<file path="config.mk">
export PLATFORM = sky130hd
export DESIGN_NAME = in_port_vcbuf
export DESIGN_NICKNAME = d
export VERILOG_FILES = /design/src/rtl/in_port_vcbuf.sv
export SDC_FILE = /design/constraint.sdc
export NUM_CORES = 1
export LEC_CHECK = 0
export ABC_AREA = 1
export BUFFER_PORTS_ARGS = -buffer_cell sky130_fd_sc_hd__buf_2
export CORE_MARGIN = 1
export CORE_UTILIZATION = 48
export CTS_CLUSTER_DIAMETER = 60
export DETAILED_ROUTE_END_ITERATION = 7
export PLACE_DENSITY_LB_ADDON = 0.12
export SETUP_SLACK_MARGIN = 0.05
export SYNTH_ARGS = -nofsm -noshare
export SYNTH_HDL_FRONTEND = slang
export SYNTH_SLANG_ARGS = --single-unit
export TNS_END_PERCENT = 100
</file>
<file path="constraint.sdc">
create_clock -name clock -period 4.2 [get_ports clock]
set_input_delay 0.84 -clock clock [delete_from_list [all_inputs] [get_ports clock]]
set_output_delay 0.84 -clock clock [all_outputs]
set_load 0.005 [all_outputs]
</file>
<file path="src/rtl/in_port_vcbuf.sv">
// Router input port: flits are steered by their VC field into per-VC FIFOs.
// Each FIFO head goes to the allocator, and every freed slot returns a one-cycle credit.
module in_port_vcbuf #(
    parameter int FLIT_W = 32,
    parameter int VC_NUM = 4,
    parameter int VC_LSB = 0,
    parameter int VC_W   = 3,
    parameter int DEPTH  = 4,
    parameter int CNT_W  = $clog2(DEPTH + 1)
) (
    input  logic                     clock,
    input  logic                     reset,
    input  logic                     flit_valid,
    input  logic [FLIT_W-1:0]        flit_in,
    input  logic [VC_NUM-1:0]        pop,
    output logic [FLIT_W*VC_NUM-1:0] flit_out,
    output logic [VC_NUM-1:0]        out_valid,
    output logic [VC_NUM-1:0]        credit,
    output logic [CNT_W*VC_NUM-1:0]  occupancy,
    output logic [VC_NUM-1:0]        err_overflow,
    output logic                     err_bad_vc
);
    localparam int PTR_W = $clog2(DEPTH);
    localparam logic [CNT_W-1:0] FULL_CNT = CNT_W'(DEPTH);
    localparam logic [VC_W:0] VC_LIMIT = (VC_W + 1)'(VC_NUM);

    logic [VC_W-1:0] vc;
    logic            bad_vc;
    logic            bad_vc_r;

    assign vc     = flit_in[VC_LSB +: VC_W];
    assign bad_vc = flit_valid && ({1'b0, vc} >= VC_LIMIT);

    always_ff @(posedge clock or posedge reset) begin
        if (reset) begin
            bad_vc_r <= 1'b0;
        end else if (bad_vc) begin
            bad_vc_r <= 1'b1;
        end
    end

    assign err_bad_vc = bad_vc_r;

    for (genvar v = 0; v < VC_NUM; v++) begin : g_vc
        localparam logic [VC_W-1:0] V_ID = VC_W'(v);

        logic [FLIT_W-1:0] mem [DEPTH];
        logic [PTR_W-1:0]  wr_ptr;
        logic [PTR_W-1:0]  rd_ptr;
        logic [CNT_W-1:0]  count;
        logic              hit;
        logic              full;
        logic              do_pop;
        logic              do_push;
        logic              refuse;
        logic              credit_r;
        logic              ovf_r;

        assign hit     = flit_valid && (vc == V_ID);
        assign full    = (count == FULL_CNT);
        assign do_pop  = pop[v] && (count != '0);
        // A full FIFO still accepts when its head leaves in the same cycle.
        assign do_push = hit && (!full || do_pop);
        assign refuse  = hit && full && !do_pop;

        always_ff @(posedge clock or posedge reset) begin
            if (reset) begin
                wr_ptr   <= '0;
                rd_ptr   <= '0;
                count    <= '0;
                credit_r <= 1'b0;
                ovf_r    <= 1'b0;
            end else begin
                credit_r <= do_pop;
                if (refuse) begin
                    ovf_r <= 1'b1;
                end
                if (do_push) begin
                    wr_ptr <= wr_ptr + PTR_W'(1);
                end
                if (do_pop) begin
                    rd_ptr <= rd_ptr + PTR_W'(1);
                end
                case ({do_push, do_pop})
                    2'b10:   count <= count + CNT_W'(1);
                    2'b01:   count <= count - CNT_W'(1);
                    default: count <= count;
                endcase
            end
        end

        // Storage is intentionally left out of reset; out_valid qualifies it.
        always_ff @(posedge clock) begin
            if (do_push) begin
                mem[wr_ptr] <= flit_in;
            end
        end

        assign flit_out[v*FLIT_W +: FLIT_W] = mem[rd_ptr];
        assign out_valid[v]                 = (count != '0);
        assign credit[v]                    = credit_r;
        assign occupancy[v*CNT_W +: CNT_W]  = count;
        assign err_overflow[v]              = ovf_r;
    end

endmodule
</file>
# Yosys cells after proc, flatten, opt, wreduce, memory -nomap -nowiden

Memory sizes are Yosys's and may differ from the RTL's.
Index checks and enable logic that the tools add are counted.

Bits in registers: 37
Bits in writable memories: 512
Input port bits: 39
Output and inout bits: 153
Word-level logic and storage cells: 111
Memories: 4

Memories:

| memory      | depth | width | rd ports | clocked after memory_dff | write ports | line | RTL |
|---|---|---|---|---|---|---|---|
| g_vc[0].mem | 4     | 32    | 1        | 0                        | 1           | 47   | `logic [FLIT_W-1:0] mem [DEPTH];` |
| g_vc[1].mem | 4     | 32    | 1        | 0                        | 1           | 47   |  |
| g_vc[2].mem | 4     | 32    | 1        | 0                        | 1           | 47   |  |
| g_vc[3].mem | 4     | 32    | 1        | 0                        | 1           | 47   |  |

Add/sub/neg operators: 16
Magnitude comparators: 1
Equality and inequality tests: 15
Muxes and demuxes: 12
Reduce and logical (&&, ||, !) cells: 42

Operators with widths:

| cell                                              | count |
|---|---|
| one-hot mux 3 bit (2 select lines)                | 4 |
| logical AND 1 bit                                 | 21 |
| adder 2 x 1 -> 2 bit (second input constant)      | 8 |
| adder 3 x 1 -> 3 bit (second input constant)      | 4 |
| == test 3 bit (second input constant)             | 4 |
| nonzero test 3 bit                                | 4 |
| subtractor 3 x 1 -> 3 bit (second input constant) | 4 |
| == test 2 x 1 -> 1 bit (second input constant)    | 4 |
| == test 2 bit (second input constant)             | 4 |
| logical NOT 1 bit                                 | 8 |
| 2-to-1 mux 1 bit                                  | 8 |
| nonzero test 2 bit                                | 4 |
| == test 3 x 2 -> 1 bit (second input constant)    | 2 |
| logical OR 1 bit                                  | 4 |
| == test 3 x 1 -> 1 bit (second input constant)    | 1 |
| >= comparator 3 bit (second input constant)       | 1 |
| logical NOT 3 bit                                 | 1 |

# Depth between registers and ports, before layout

Gate-level depths: netlist of the first run.

Depth after elaboration: 6
Gate-level depth with buffers: 11

# Worst setup path after synthesis of the first run

No wires, ideal clock.

Path type: input -> register
From: input port flit_in[2]
To: memory g_vc[0].mem[0][0], enable pin
Data arrival time: 2.769 ns
Slack: 1.010 ns
Stages on the path: 5
Path through: inv_1 > nand3_1 > nor2_1 > nand2_2 > nor2_1

Cells in the longest elaborated chain, start to end: 5

RTL lines:

| element                                | line | RTL |
|---|---|---|
| from (decl)                            | 14   | `input logic [FLIT_W-1:0] flit_in,` |
| logical NOT 3 bit                      | 59   | `assign hit = flit_valid && (vc == V_ID);` |
| logical AND 1 bit                      | 59   |  |
| logical AND 1 bit                      | 63   | `assign do_push = hit && (!full \|\| do_pop);` |
| 2-to-1 mux 1 bit                       | 94   | `if (do_push) begin` |
| 2-to-1 mux 1 bit (not written as such) | 95   | `mem[wr_ptr] <= flit_in;` |
| to (decl)                              | 47   |  |

Every way passes these cells.

# Final worst setup path of the first run

From: register g_vc[1].rd_ptr[1]
To: output port flit_out[52]

Cells in the longest elaborated chain, start to end: 1

RTL lines:

| element                | line | RTL |
|---|---|---|
| from (decl)            | 49   | `logic [PTR_W-1:0] rd_ptr;` |
| from (signal assigned) | 82   | `rd_ptr <= rd_ptr + PTR_W'(1);` |
| memory (4 x 32 bit)    | n/a  |  |
| to (decl)              | 16   | `output logic [FLIT_W*VC_NUM-1:0] flit_out,` |

Every way passes these cells.

==> results of run 1 <==
## stage by stage
stage                     cells  utilization [%]
after floorplan            1480                -
after global placement     2201             52.6
after detailed placement   2201             52.6
after CTS                  2304             56.6
after global routing       2304             56.6
final                      2304             56.6
## worst max-delay path, stage by stage, from the launching register on
cell and delay [ns]:
sky130_fd_sc_hd__dfrtp_1 0.37, sky130_fd_sc_hd__inv_1 0.72, sky130_fd_sc_hd__o21ai_0 0.22, sky130_fd_sc_hd__o22ai_1 0.42
sky130_fd_sc_hd__buf_2 0.20
## layout by cell type, fill, tap and decap left out, types with 2 or more instances in the layout
cell,instances
sky130_fd_sc_hd__clkinv_1,15
sky130_fd_sc_hd__fa_1,4
sky130_fd_sc_hd__a31o_2,2
sky130_fd_sc_hd__nor2_1,273
sky130_fd_sc_hd__dfrtp_1,33
sky130_fd_sc_hd__inv_1,53
sky130_fd_sc_hd__clkbuf_16,57
sky130_fd_sc_hd__clkinvlp_4,2
sky130_fd_sc_hd__clkbuf_1,12
sky130_fd_sc_hd__dfrtp_2,4
sky130_fd_sc_hd__o21bai_1,3
sky130_fd_sc_hd__xor2_1,13
sky130_fd_sc_hd__a21oi_1,5
sky130_fd_sc_hd__nand4_1,4
sky130_fd_sc_hd__ha_1,17
sky130_fd_sc_hd__inv_2,9
sky130_fd_sc_hd__nand3_2,2
sky130_fd_sc_hd__buf_2,191
sky130_fd_sc_hd__nor2_4,18
sky130_fd_sc_hd__o22ai_1,128
sky130_fd_sc_hd__bufinv_16,3
sky130_fd_sc_hd__nand2_2,8
sky130_fd_sc_hd__nand3_1,11
sky130_fd_sc_hd__nand2_4,6
sky130_fd_sc_hd__buf_4,32
sky130_fd_sc_hd__edfxtp_1,512
sky130_fd_sc_hd__o21ai_0,257
sky130_fd_sc_hd__nor2_2,3
sky130_fd_sc_hd__clkinv_2,11
sky130_fd_sc_hd__nand2_1,20
sky130_fd_sc_hd__o21ai_1,4
## power by group through the flow
stage	Sequential [mW]	Combinational [mW]	Clock (mW)
after CTS	6.45	5.06	4.76
after detailed placement	6.56	5.04	0
final	6.45	4.99	4.66
after floorplan	6.56	2.90	0
after global placement	6.55	5.00	0
after global routing	6.48	5.57	4.99
## worst max-delay path by stage
stage | slack (ns) | endpoint | cells past startpoint
detailed placement | 1.02 | g_vc[0].count[2]$_DFFE_PP0P_ | 11
floorplan | 1.01 | g_vc[0].mem[0][0]$_DFFE_PP_ | 5
global route | 0.64 | flit_out[52] | 4
global placement | 0.99 | g_vc[0].count[2]$_DFFE_PP0P_ | 11
CTS | 0.81 | flit_out[52] | 4
finish | 0.84 | flit_out[52] | 4
## layout make-up
| class | count | area, sq um |
|---|---|---|
| Fill cell | 3462 | 18700 |
| Multi-Input combinational cell | 782 | 4170 |
| Clock buffer | 70 | 1490 |
| Clock inverter | 33 | 236 |
| Inverter | 62 | 233 |
| Timing Repair Buffer | 223 | 1200 |
| Tap cell | 585 | 732 |
| Sequential cell | 549 | 16300 |
## layer usage
metal | share of wire [%] | GRT usage [%] | vias up
met3 | 5.0 | 3.63 | 60
met4 | 1.8 | 5.75 | 2
li1 | - | - | 5827
met2 | 48 | 33.9 | 307
met5 | 0.025 | 0 | -
met1 | 45 | 31.0 | 6125
## kinds of logic after synthesis
kind of cell | count (synthesis) | synth area share (%)
flops | 549 | 77.6
compound gates | 400 | 10.4
simple gates | 347 | 6.93
buf+inv | 149 | 3.13
fa+ha+maj | 21 | 1.39
xor+xnor | 14 | 0.584
## state kept, by name, summed over array words and instances (netlist names)
signal / cells
g_vc.credit_r: 4
g_vc.mem: 512
g_vc.count: 12
err_bad_vc: 1
g_vc.ovf_r: 4
g_vc.wr_ptr: 8
g_vc.rd_ptr: 8
==> results.md, run 1 <==
* FF-to-FF Start: g_vc[0].count[0]$_DFFE_PP0P_
* Setup slack after layout at 0.835 ns
* Synth top area cells: sky130_fd_sc_hd__edfxtp_1 (73%), sky130_fd_sc_hd__o21ai_0 (6.1%), sky130_fd_sc_hd__nor2_1 (5.2%)
* Seq pwr share at 40.1%
* CP Capture Type: output port
* Detail Placement HPWL at around 28000 um
* Synthesized area per cell at ~14 sq um
* Capture point of the worst reg-to-reg path: g_vc[0].count[2]$_DFFE_PP0P_
* Via count of the routed design at roughly 12000
* Number of buffers created by CTS at 55
* Vias per Instance at approximately 5.3
* Vertical die dimension at 211 um
* Clock net sink count at between 500 and 600
* Slack of the worst reg-to-reg path at about 2 ns
* Final antenna-violating net count at 0
* Number of nets in the finished design at 1733
* DIE AREA at between 40000 and 50000 sq um
* Share of the clock period used by the worst path after layout at around 80%
* Count of buffers inserted at the top-level ports at ~190
* Unrepaired setup endpoints after global routing: no
* Library cell used as clock root buffer: sky130_fd_sc_hd__clkbuf_16
* Via count of the first global-routing pass at about 12000
* Endpoint arrival time on the critical path at roughly 2.5 ns
* Maximum vdd ir drop at roughly 370 uV
* # Max-Cap Violations at 0
* Category of the worst setup path launch point: flip-flop
* First-pass GRT wire length at about 72000 um
* Worst slack on hold paths at between 0.3 and 0.4 ns
* Warnings from Yosys at 0
* Static Leakage at between 8 and 9 nW
* Launch point of the critical path: g_vc[1].rd_ptr[1]$_DFFE_PP0P_
* Source-to-sink clock delay at the later pin of the worst-skew pair at slightly below 0.6 ns
* Internal power component at between 10 and 15 mW
* Number of gates given a new drive strength after cts at 0
* Part of the Yosys area used for sequential elements at 77.6%
* Buffers from clock root to sink, at most at 3
* Number of unique standard cell types used by synthesis at 31
* Min Tclk post-route at approximately 3.4 ns
* Yosys reg bits at ~550
* Placed cell area at between 20000 and 25000 sq um
* Register-to-Register Path Depth at 9
* Effective utilization at floorplan at between 40% and 50%
* Last weighted congestion value of the routability-driven placer at around 0.78
* Final cell area excluding filler cells at between 20000 and 25000 sq um
* Post-Place Setup Slack at 1.02 ns
* Total track usage at around 21%
* Count of flip-flops with a built-in enable after synthesis at 512
* Layout cell share with drive strength beyond 1 at 20.6%
* Power per cell area at 661 nW/um^2
* Total negative setup slack at 0 ns
* Count of hold buffers inserted by post-cts repair at 0
* Number of antenna violations at the first check in global routing at 2
* Tightest Pin Transition at 1.11 ns
* Largest fanout on the critical path at 32
* Diodes inserted at 0
* Mean routed wirelength per cell at slightly above 20 um
* CTS tree: built
* Relative slew slack at between 20% and 30%
* Post-route DRC at 0
* Peak Freq at slightly below 300 MHz
* Total setup buffers inserted after CTS at 0
* Post-synthesis async set-or-reset flop share at 6.74%
* Worst clock skew at 0.0166 ns
* Final WL at 47400 um
* Proportion of power drawn by combinational gates at about 31%
* Ports placed on the boundary at 192
* Clock transition at the registers of the reported paths at ~0.060 ns
* Std-Cell Core Area at 43100 sq um
* Total of endpoints with negative setup slack in the final report at 0
* Final Hold Violating Endpoints at 0
* Switching fraction of total power at about a third
* Die width at roughly 210 um
* Crit path required time at between 3 and 4 ns
* Clock H-tree levels at 2
* Outcome: finished clean
* Largest net degree at the start of global routing at 67
* Count leader, synth: sky130_fd_sc_hd__edfxtp_1
* Mapped Nets at 1540
* Net switching power of the design at approximately 5.4 mW
* Area grow syn2layout at 15.9%
* Most instantiated flip-flop cell in the synthesis netlist: sky130_fd_sc_hd__edfxtp_1
* Max Transition Viols Final at 0
* Total congestion overflow at 0
* Worst Hold Class: input pin to asynchronous set/reset pin
* Cell Area, Synth at around 21000 sq um
* Crit Path Category: flip-flop to output port
* Tot Pwr at around 16 mW
* Post-synthesis cell type with the largest combined area: sky130_fd_sc_hd__edfxtp_1
* Synth Instances at ~1500
* Commonest cells in the synthesized netlist: sky130_fd_sc_hd__edfxtp_1 (512), sky130_fd_sc_hd__nor2_1 (289), sky130_fd_sc_hd__o21ai_0 (257)
* Rows at 76
* DRC marker count from the first detailed-route iteration at 908
* Length of the first detailed-routing pass in iterations at 5
* Fraction of post-synthesis cell area in the top cell type by area at roughly 73%
* Clock power frac at between 20% and 30%
No activity file was read; power rests on OpenSTA's default activity.
==> run 2: changes to the inputs <==
Settings changed: ABC_AREA 1 to 0.
Clock period 4.2 ns to 3.2 ns, I/O delays scaled along.
==> run 2 against run 1 <==
Against the previous run:
- final area decreased by 1.0%
- highest routed layer is now met4
- utilization increased by 0.81 points
- clock-buffer cell count increased by 5
- critical path depth decreased by 1
- largest power group unchanged
- critical path type unchanged
==> results.md, run 2 <==
* Outcome: finished clean (unchanged)
* Final Hold Violating Endpoints at 0 (unchanged)
* Crit path required time at 2.56 ns (was 3.36 ns)
* Mean routed wirelength per cell at 25.2 um (was 20.6 um)
* Total track usage at 20.3% (was 21.5%)
* CTS tree: built (unchanged)
* Std-Cell Core Area at 42000 sq um (was 43100 sq um)
* Unrepaired setup endpoints after global routing: no (unchanged)
* Register-to-Register Path Depth at 10 (was 9)
* Length of the first detailed-routing pass in iterations at 5 (unchanged)
* Diodes inserted at 0 (unchanged)
* Number of unique standard cell types used by synthesis at 36 (was 31)
* Tot Pwr at 19.7 mW (was 16.1 mW)
* Maximum vdd ir drop at 655 uV (was 370 uV)
* Fill cell total of the finished layout at 3136 (was 3462)
* Count leader, synth: sky130_fd_sc_hd__edfxtp_1 (unchanged)
* Synthesized area per cell at 23.6 sq um (was 14.2 sq um)
* Number of flip-flops in the largest register at 512 (unchanged)
* Endpoint arrival time on the critical path at 2.22 ns (was 2.52 ns)
* Power per cell area at 817 nW/um^2 (was 661 nW/um^2)
* Rows at 75 (was 76)
* Final WL at 42700 um (was 47400 um)
* Min Tclk post-route at 2.86 ns
* Max Transition Viols Final at 0 (unchanged)
* Largest net degree at the start of global routing at 38 (was 67)
* Mapped Nets at 928 (was 1540)
* Vertical die dimension at 209 um (was 211 um)
* Category of the worst setup path launch point: flip-flop (unchanged)
* Launch point of the critical path: g_vc[0].rd_ptr[1]$_DFFE_PP0P_ (was g_vc[1].rd_ptr[1]$_DFFE_PP0P_)
* Detail Placement HPWL at 25300 um (was 28300 um)
* DRC marker count from the first detailed-route iteration at 721 (was 908)
* Fraction of post-synthesis cell area in the top cell type by area at 75.0% (was 73.2%)
* Layout cell share with drive strength beyond 1 at 39.2% (was 20.6%)
* # Max-Cap Violations at 0 (unchanged)
* Total of endpoints with negative setup slack in the final report at 0 (unchanged)
* Via count of the first global-routing pass at 9812 (was 11761)
* Clock net sink count at 549 (unchanged)
* Largest Register: g_vc.mem (unchanged)
* Count of flip-flops with a built-in enable after synthesis at 512 (unchanged)
* First-pass GRT wire length at 64100 um (was 71800 um)
* Worst slack on hold paths at 0.154 ns (was 0.371 ns)
* Area grow syn2layout at 17.6% (was 15.9%)
* Relative slew slack at 39.6% (was 25.9%)
* Number of gates given a new drive strength after cts at 0 (unchanged)
* Peak Freq at ~350 MHz
* Cell Area, Synth at 20500 sq um (was 21000 sq um)
* Most frequent cells in the layout: sky130_fd_sc_hd__edfxtp_1 (512), sky130_fd_sc_hd__buf_2 (191), sky130_fd_sc_hd__mux4_2 (128) (was sky130_fd_sc_hd__edfxtp_1 (512), sky130_fd_sc_hd__nor2_1 (273), sky130_fd_sc_hd__o21ai_0 (257))
* Worst clock skew at 0.0159 ns (was 0.0166 ns)
* DIE AREA at 43600 sq um (was 44600 sq um)
* Synth top area cells: sky130_fd_sc_hd__edfxtp_1 (75%), sky130_fd_sc_hd__mux4_2 (14%), sky130_fd_sc_hd__dfrtp_1 (4.5%) (was sky130_fd_sc_hd__edfxtp_1 (73%), sky130_fd_sc_hd__o21ai_0 (6.1%), sky130_fd_sc_hd__nor2_1 (5.2%))
* Static Leakage at 8.23 nW (was 8.46 nW)
* Effective utilization at floorplan at 48.8% (about the same)
* Worst Hold Class: input pin to asynchronous set/reset pin (unchanged)
* Commonest cells in the synthesized netlist: sky130_fd_sc_hd__edfxtp_1 (512), sky130_fd_sc_hd__mux4_2 (128), sky130_fd_sc_hd__dfrtp_1 (37) (was sky130_fd_sc_hd__edfxtp_1 (512), sky130_fd_sc_hd__nor2_1 (289), sky130_fd_sc_hd__o21ai_0 (257))
* Die width at 209 um (was 211 um)
* Most instantiated flip-flop cell in the synthesis netlist: sky130_fd_sc_hd__edfxtp_1 (unchanged)
* Count of buffers inserted at the top-level ports at 191 (unchanged)
* Number of antenna violations at the first check in global routing at 0 (was 2)
* Crit Path Category: flip-flop to output port (unchanged)
* Number of nets in the finished design at 1171 (was 1733)
* Post-synthesis cell type with the largest combined area: sky130_fd_sc_hd__edfxtp_1 (unchanged)
* Synth Instances at 868 (was 1480)
* Largest fanout on the critical path at 17 (was 32)
* Count of hold buffers inserted by post-cts repair at 0 (unchanged)
* Total congestion overflow at 0 (unchanged)
* Total setup buffers inserted after CTS at 0 (unchanged)
* Clock transition at the registers of the reported paths at 0.06 ns (about the same)
* Share of the clock period used by the worst path after layout at about nine tenths
* Tightest Pin Transition at 0.906 ns (was 1.11 ns)
* FF-to-FF Start: g_vc[0].count[0]$_DFFE_PP0P_ (unchanged)
* Clock H-tree levels at 2 (unchanged)
* CP Capture Type: output port (unchanged)
* Library cell used as clock root buffer: sky130_fd_sc_hd__clkbuf_16 (unchanged)
* Ports placed on the boundary at 192 (unchanged)
* Capture point of the worst reg-to-reg path: g_vc[0].count[2]$_DFFE_PP0P_ (unchanged)
* Total negative setup slack at 0 ns (unchanged)
* Number of buffers created by CTS at 55 (unchanged)
* Post-route DRC at 0 (unchanged)
* Final antenna-violating net count at 0 (unchanged)
* Buffers from clock root to sink, at most at 3 (unchanged)
* Via count of the routed design at 9434 (was 12321)
* Vias per Instance at 5.58 (was 5.35)
* Last weighted congestion value of the routability-driven placer at 0.731 (was 0.782)
* Post-synthesis async set-or-reset flop share at 6.74% (unchanged)
* Registers with the most flip-flops: g_vc.mem: 512 flops, g_vc.count: 12 flops (unchanged)
* Most common library cell in the layout ignoring fill and taps: sky130_fd_sc_hd__edfxtp_1 (unchanged)
* Yosys reg bits at 549 (unchanged)
* Slack of the worst reg-to-reg path at 0.91 ns (was 2.00 ns)
* Source-to-sink clock delay at the later pin of the worst-skew pair at 0.59 ns (about the same)
* Warnings from Yosys at 0 (unchanged)
* Part of the Yosys area used for sequential elements at 79.5% (was 77.6%)
==> run 2: cell count changes in the layout (fill, tap and decap cells not counted), sizes merged, moves of 7 or more <==
| cell | delta |
|---|---|
| nor2 | -290 |
| o21ai | -257 |
| mux4 | +128 |
| o22ai | -128 |
| inv | -43 |
| nand2 | -20 |
| and2 | +18 |
| nand3 | -11 |
| xnor2 | +11 |
| or3 | +8 |
| xor2 | -7 |
==> run 2: kinds of logic (layout without fill, tap and decap cells) <==
kind of cell	after synthesis	count (layout)	share of synthesized area [%]
xor+xnor	18	18	0.769
mux	133	133	14.3
fa+ha+maj	21	21	1.43
compound gates	21	21	0.732
buf+inv	64	349	1.45
simple gates	62	62	1.81
flops	549	549	79.5
==> run 2: worst max path at each step <==
stage / endpoint / slack [ns]
floorplan: g_vc[0].mem[0][0]$_DFFE_PP_ / 0.68
global placement: g_vc[1].count[2]$_DFFE_PP0P_ / 0.50
detailed placement: g_vc[1].count[2]$_DFFE_PP0P_ / 0.42
CTS: flit_out[3] / 0.27
global route: flit_out[3] / 0.26
finish: flit_out[3] / 0.34
==> run 2: routing by layer <==
metal	vias up	global-route usage [%]	routed length (um)
met1	5002	29.5	18500
met5	-	0	0
met2	300	32.0	20800
li1	4080	-	-
met3	52	4.16	2660
met4	0	4.49	669
==> run 2: worst max-delay path, cell delays in order, from the launching register on <==
cell and delay [ns]:
sky130_fd_sc_hd__dfrtp_2 0.76, sky130_fd_sc_hd__buf_4 0.36, sky130_fd_sc_hd__mux4_2 0.35, sky130_fd_sc_hd__buf_2 0.15
==> run 2: area by class of cell <==
class	instances	area, sq um	share of cell area (%)
flip-flops and latches	549	16300	67.6
clock inverters	24	178	0.737
clock buffers	75	1500	6.24
multi-input cells	255	3930	16.3
repair buffers	229	1440	5.98
inverters	21	78.8	0.327
well taps	539	674	2.80
==> run 2: power breakdown <==
| part | internal [mW] | switching (mW) | leakage [nW] |
|---|---|---|---|
| Sequential | 8.27 | 0.499 | 5.04 |
| Clock | 3.50 | 2.54 | 0.813 |
| Combinational | 2.54 | 2.36 | 2.38 |
==> run 2: metrics by stage <==
step / util, % / area [sq um] / worst slack (ns) / cells
2_1_floorplan: - / 20500 / 0.681 / 868
3_3_place_gp: 53.4 / 22400 / 0.501 / 1593
6_report: 57.4 / 24100 / 0.340 / 1692
4_1_cts: 57.4 / 24100 / 0.273 / 1692
3_5_place_dp: 53.4 / 22400 / 0.417 / 1593
5_1_grt: 57.4 / 24100 / 0.261 / 1692
==> run 3: changes to the inputs <==
Clock period 3.2 ns to 3 ns, I/O delays scaled along.
==> run 3 against run 2 <==
Against the previous run:
- clock skew up 0.015 ns
- largest cell class unchanged
- combinational power up 8.6%
- die area unchanged
- total power up 7.5%
- final area up 0.38%
- cell count up 0.83%
- clock-buffer cell count up 2
- worst hold slack worse by 0.032 ns
==> results.md, run 3 (same netlist as run 2, synthesis figures left out) <==
* Mean routed wirelength per cell at 25.3 um (was 25.2 um)
* Tot Pwr at 21.2 mW (was 19.7 mW)
* Number of flip-flops in the largest register at 512 (unchanged)
* Relative slew slack at 46.1% (was 39.6%)
* Min Tclk post-route at about 2.9 ns
* Total of endpoints with negative setup slack in the final report at 0 (unchanged)
* Number of antenna violations at the first check in global routing at 0 (unchanged)
* # Max-Cap Violations at 0 (unchanged)
* First-pass GRT wire length at 64400 um (was 64100 um)
* Rows at 75 (unchanged)
* Vertical die dimension at 209 um (unchanged)
* Maximum vdd ir drop at 525 uV (was 655 uV)
* Buffers from clock root to sink, at most at 3 (unchanged)
* CP max stage delay at 0.90 ns (was 0.76 ns)
* Total congestion overflow at 0 (unchanged)
* Crit Path Category: flip-flop to output port (unchanged)
* Final antenna-violating net count at 0 (unchanged)
* Source-to-sink clock delay at the later pin of the worst-skew pair at 0.60 ns (was 0.59 ns)
* Category of the worst setup path launch point: flip-flop (unchanged)
* Largest fanout on the critical path at 29 (was 17)
* Slowest stage cell on the critical path: sky130_fd_sc_hd__dfrtp_2 (unchanged)
* Number of gates given a new drive strength after cts at 0 (unchanged)
* Tightest Pin Transition at 0.808 ns (was 0.906 ns)
* Length of the first detailed-routing pass in iterations at 5 (unchanged)
* Max Transition Viols Final at 0 (unchanged)
* Detail Placement HPWL at 27600 um (was 25300 um)
* Final Hold Violating Endpoints at 0 (unchanged)
* Area grow syn2layout at 18.0% (was 17.6%)
* Worst Hold Class: input pin to asynchronous set/reset pin (unchanged)
* Clock transition at the registers of the reported paths at 0.06 ns (about the same)
* Peak Freq at 351 MHz
* Clock H-tree levels at 2 (unchanged)
* Launch point of the critical path: g_vc[3].rd_ptr[1]$_DFFE_PP0P_ (was g_vc[0].rd_ptr[1]$_DFFE_PP0P_)
* Power per cell area at 875 nW/um^2 (was 817 nW/um^2)
* Ports placed on the boundary at 192 (unchanged)
* Via count of the first global-routing pass at 9826 (was 9812)
* Share of the clock period used by the worst path after layout at a little over nine tenths
* Layout cell share with drive strength beyond 1 at 40.0% (was 39.2%)
* Crit path required time at 2.40 ns (was 2.56 ns)
* Worst clock skew at 0.0304 ns (was 0.0159 ns)
* Total buffers and inverters traversed by the critical path at 2 (unchanged)
* Largest net degree at the start of global routing at 38 (unchanged)
* Via count of the routed design at 9562 (was 9434)
* FF+latch area at 16300 sq um (unchanged)
* FF-to-FF Start: g_vc[0].count[0]$_DFFE_PP0P_ (unchanged)
* Clock net sink count at 549 (unchanged)
* DIE AREA at 43600 sq um (unchanged)
* Registers with the most flip-flops: g_vc.mem: 512 flops, g_vc.count: 12 flops (unchanged)
* Final WL at 43200 um (was 42700 um)
* Family with the most delay on the worst path: flip-flops (unchanged)
* Most common library cell in the layout ignoring fill and taps: sky130_fd_sc_hd__edfxtp_1 (unchanged)
* DRC marker count from the first detailed-route iteration at 803 (was 721)
* Diodes inserted at 0 (unchanged)
* Total track usage at 20.5% (was 20.3%)
* Library cell used as clock root buffer: sky130_fd_sc_hd__clkbuf_16 (unchanged)
* CP Capture Type: output port (unchanged)
* Fill cell total of the finished layout at 3107 (was 3136)
* Number of nets in the finished design at 1182 (was 1171)
* Die width at 209 um (unchanged)
* CTS tree: built (unchanged)
* Unrepaired setup endpoints after global routing: no (unchanged)
* Largest Register: g_vc.mem (unchanged)
* Effective utilization at floorplan at 48.8% (unchanged)
* Total setup buffers inserted after CTS at 0 (unchanged)
* Last weighted congestion value of the routability-driven placer at 0.726 (was 0.731)
* Endpoint arrival time on the critical path at 2.25 ns (was 2.22 ns)
* Outcome: finished clean (unchanged)
* Post-route DRC at 0 (unchanged)
* Vias per Instance at 5.60 (was 5.58)
* Std-Cell Core Area at 42000 sq um (unchanged)
* Cells traversed along the worst timing path: buf_4 > mux4_2 > buf_2 (unchanged)
* Most frequent cells in the layout: sky130_fd_sc_hd__edfxtp_1 (512), sky130_fd_sc_hd__buf_2 (191), sky130_fd_sc_hd__mux4_2 (128) (unchanged)
* Static Leakage at 8.30 nW (was 8.23 nW)
* Number of buffers created by CTS at 56 (was 55)
* Count of buffers inserted at the top-level ports at 191 (unchanged)
* Multi-input gate area in the final layout at 3930 sq um (unchanged)
* Total negative setup slack at 0 ns (unchanged)
* Count of hold buffers inserted by post-cts repair at 0 (unchanged)
-- run 3: changes by cell type in the layout (fill, tap and decap cells not counted), sizes merged --
cell    change
buf        +10
clkbuf      +2
inv         +2
-- run 3: power breakdown --
part           leakage [nW]  total [mW]  internal (mW)  switching (mW)
Combinational          2.43        5.32           2.75            2.57
Sequential             5.04        9.36           8.82           0.540
Clock                 0.829        6.50           3.74            2.75
-- run 3: path summary, 6_finish.rpt --
kind,endpoint,slack (ns),depth (start not counted)
worst min register to register,g_vc[1].ovf_r$_DFFE_PP0P_,0.46,1
min in group clock,err_bad_vc$_DFFE_PP0P_,0.32,2
worst max register to register,g_vc[0].count[2]$_DFFE_PP0P_,0.78,9
worst min-delay path,g_vc[3].wr_ptr[1]$_DFFE_PP0P_,0.12,3
max in group asynchronous,g_vc[2].rd_ptr[0]$_DFFE_PP0P_,2.49,3
worst max-delay path,flit_out[109],0.15,3
-- run 3: worst register-to-register path, cell delays in order, from the launching register on --
cell	delay, ns
sky130_fd_sc_hd__dfrtp_1	0.42
sky130_fd_sc_hd__nor4b_1	0.51
sky130_fd_sc_hd__nor4_2	0.08
sky130_fd_sc_hd__inv_1	0.07
sky130_fd_sc_hd__ha_1	0.17
sky130_fd_sc_hd__inv_1	0.06
sky130_fd_sc_hd__fa_1	0.37
sky130_fd_sc_hd__xor2_1	0.15
sky130_fd_sc_hd__nor2_1	0.12
sky130_fd_sc_hd__xor2_1	0.18
-- run 3: cell type report --
type	count	area share, %
Tap cell	539	2.79
Clock inverter	26	0.868
Multi-Input combinational cell	255	16.2
Inverter	21	0.326
Clock buffer	77	6.20
Timing Repair Buffer	239	6.21
Sequential cell	549	67.4
-- run 3: per-layer routing --
layer	track usage (%)	vias up	part of all wire [%]
met1	29.7	5114	44
met3	3.95	62	5.4
met5	0	-	0
met4	4.89	0	1.8
met2	32.4	282	49
li1	-	4104	-
-- run 3: stage by stage --
step / cell area (sq um) / utilization, % / instances / hold WS (ns) / worst slack, ns
2_1_floorplan: 20500 / - / 868 / 0.429 / 0.521
3_3_place_gp: 22500 / 53.5 / 1603 / 0.441 / 0.442
3_5_place_dp: 22500 / 53.5 / 1603 / 0.442 / 0.348
4_1_cts: 24200 / 57.6 / 1706 / 0.110 / 0.117
5_1_grt: 24200 / 57.6 / 1706 / 0.173 / 0.0608
6_report: 24200 / 57.6 / 1706 / 0.122 / 0.148
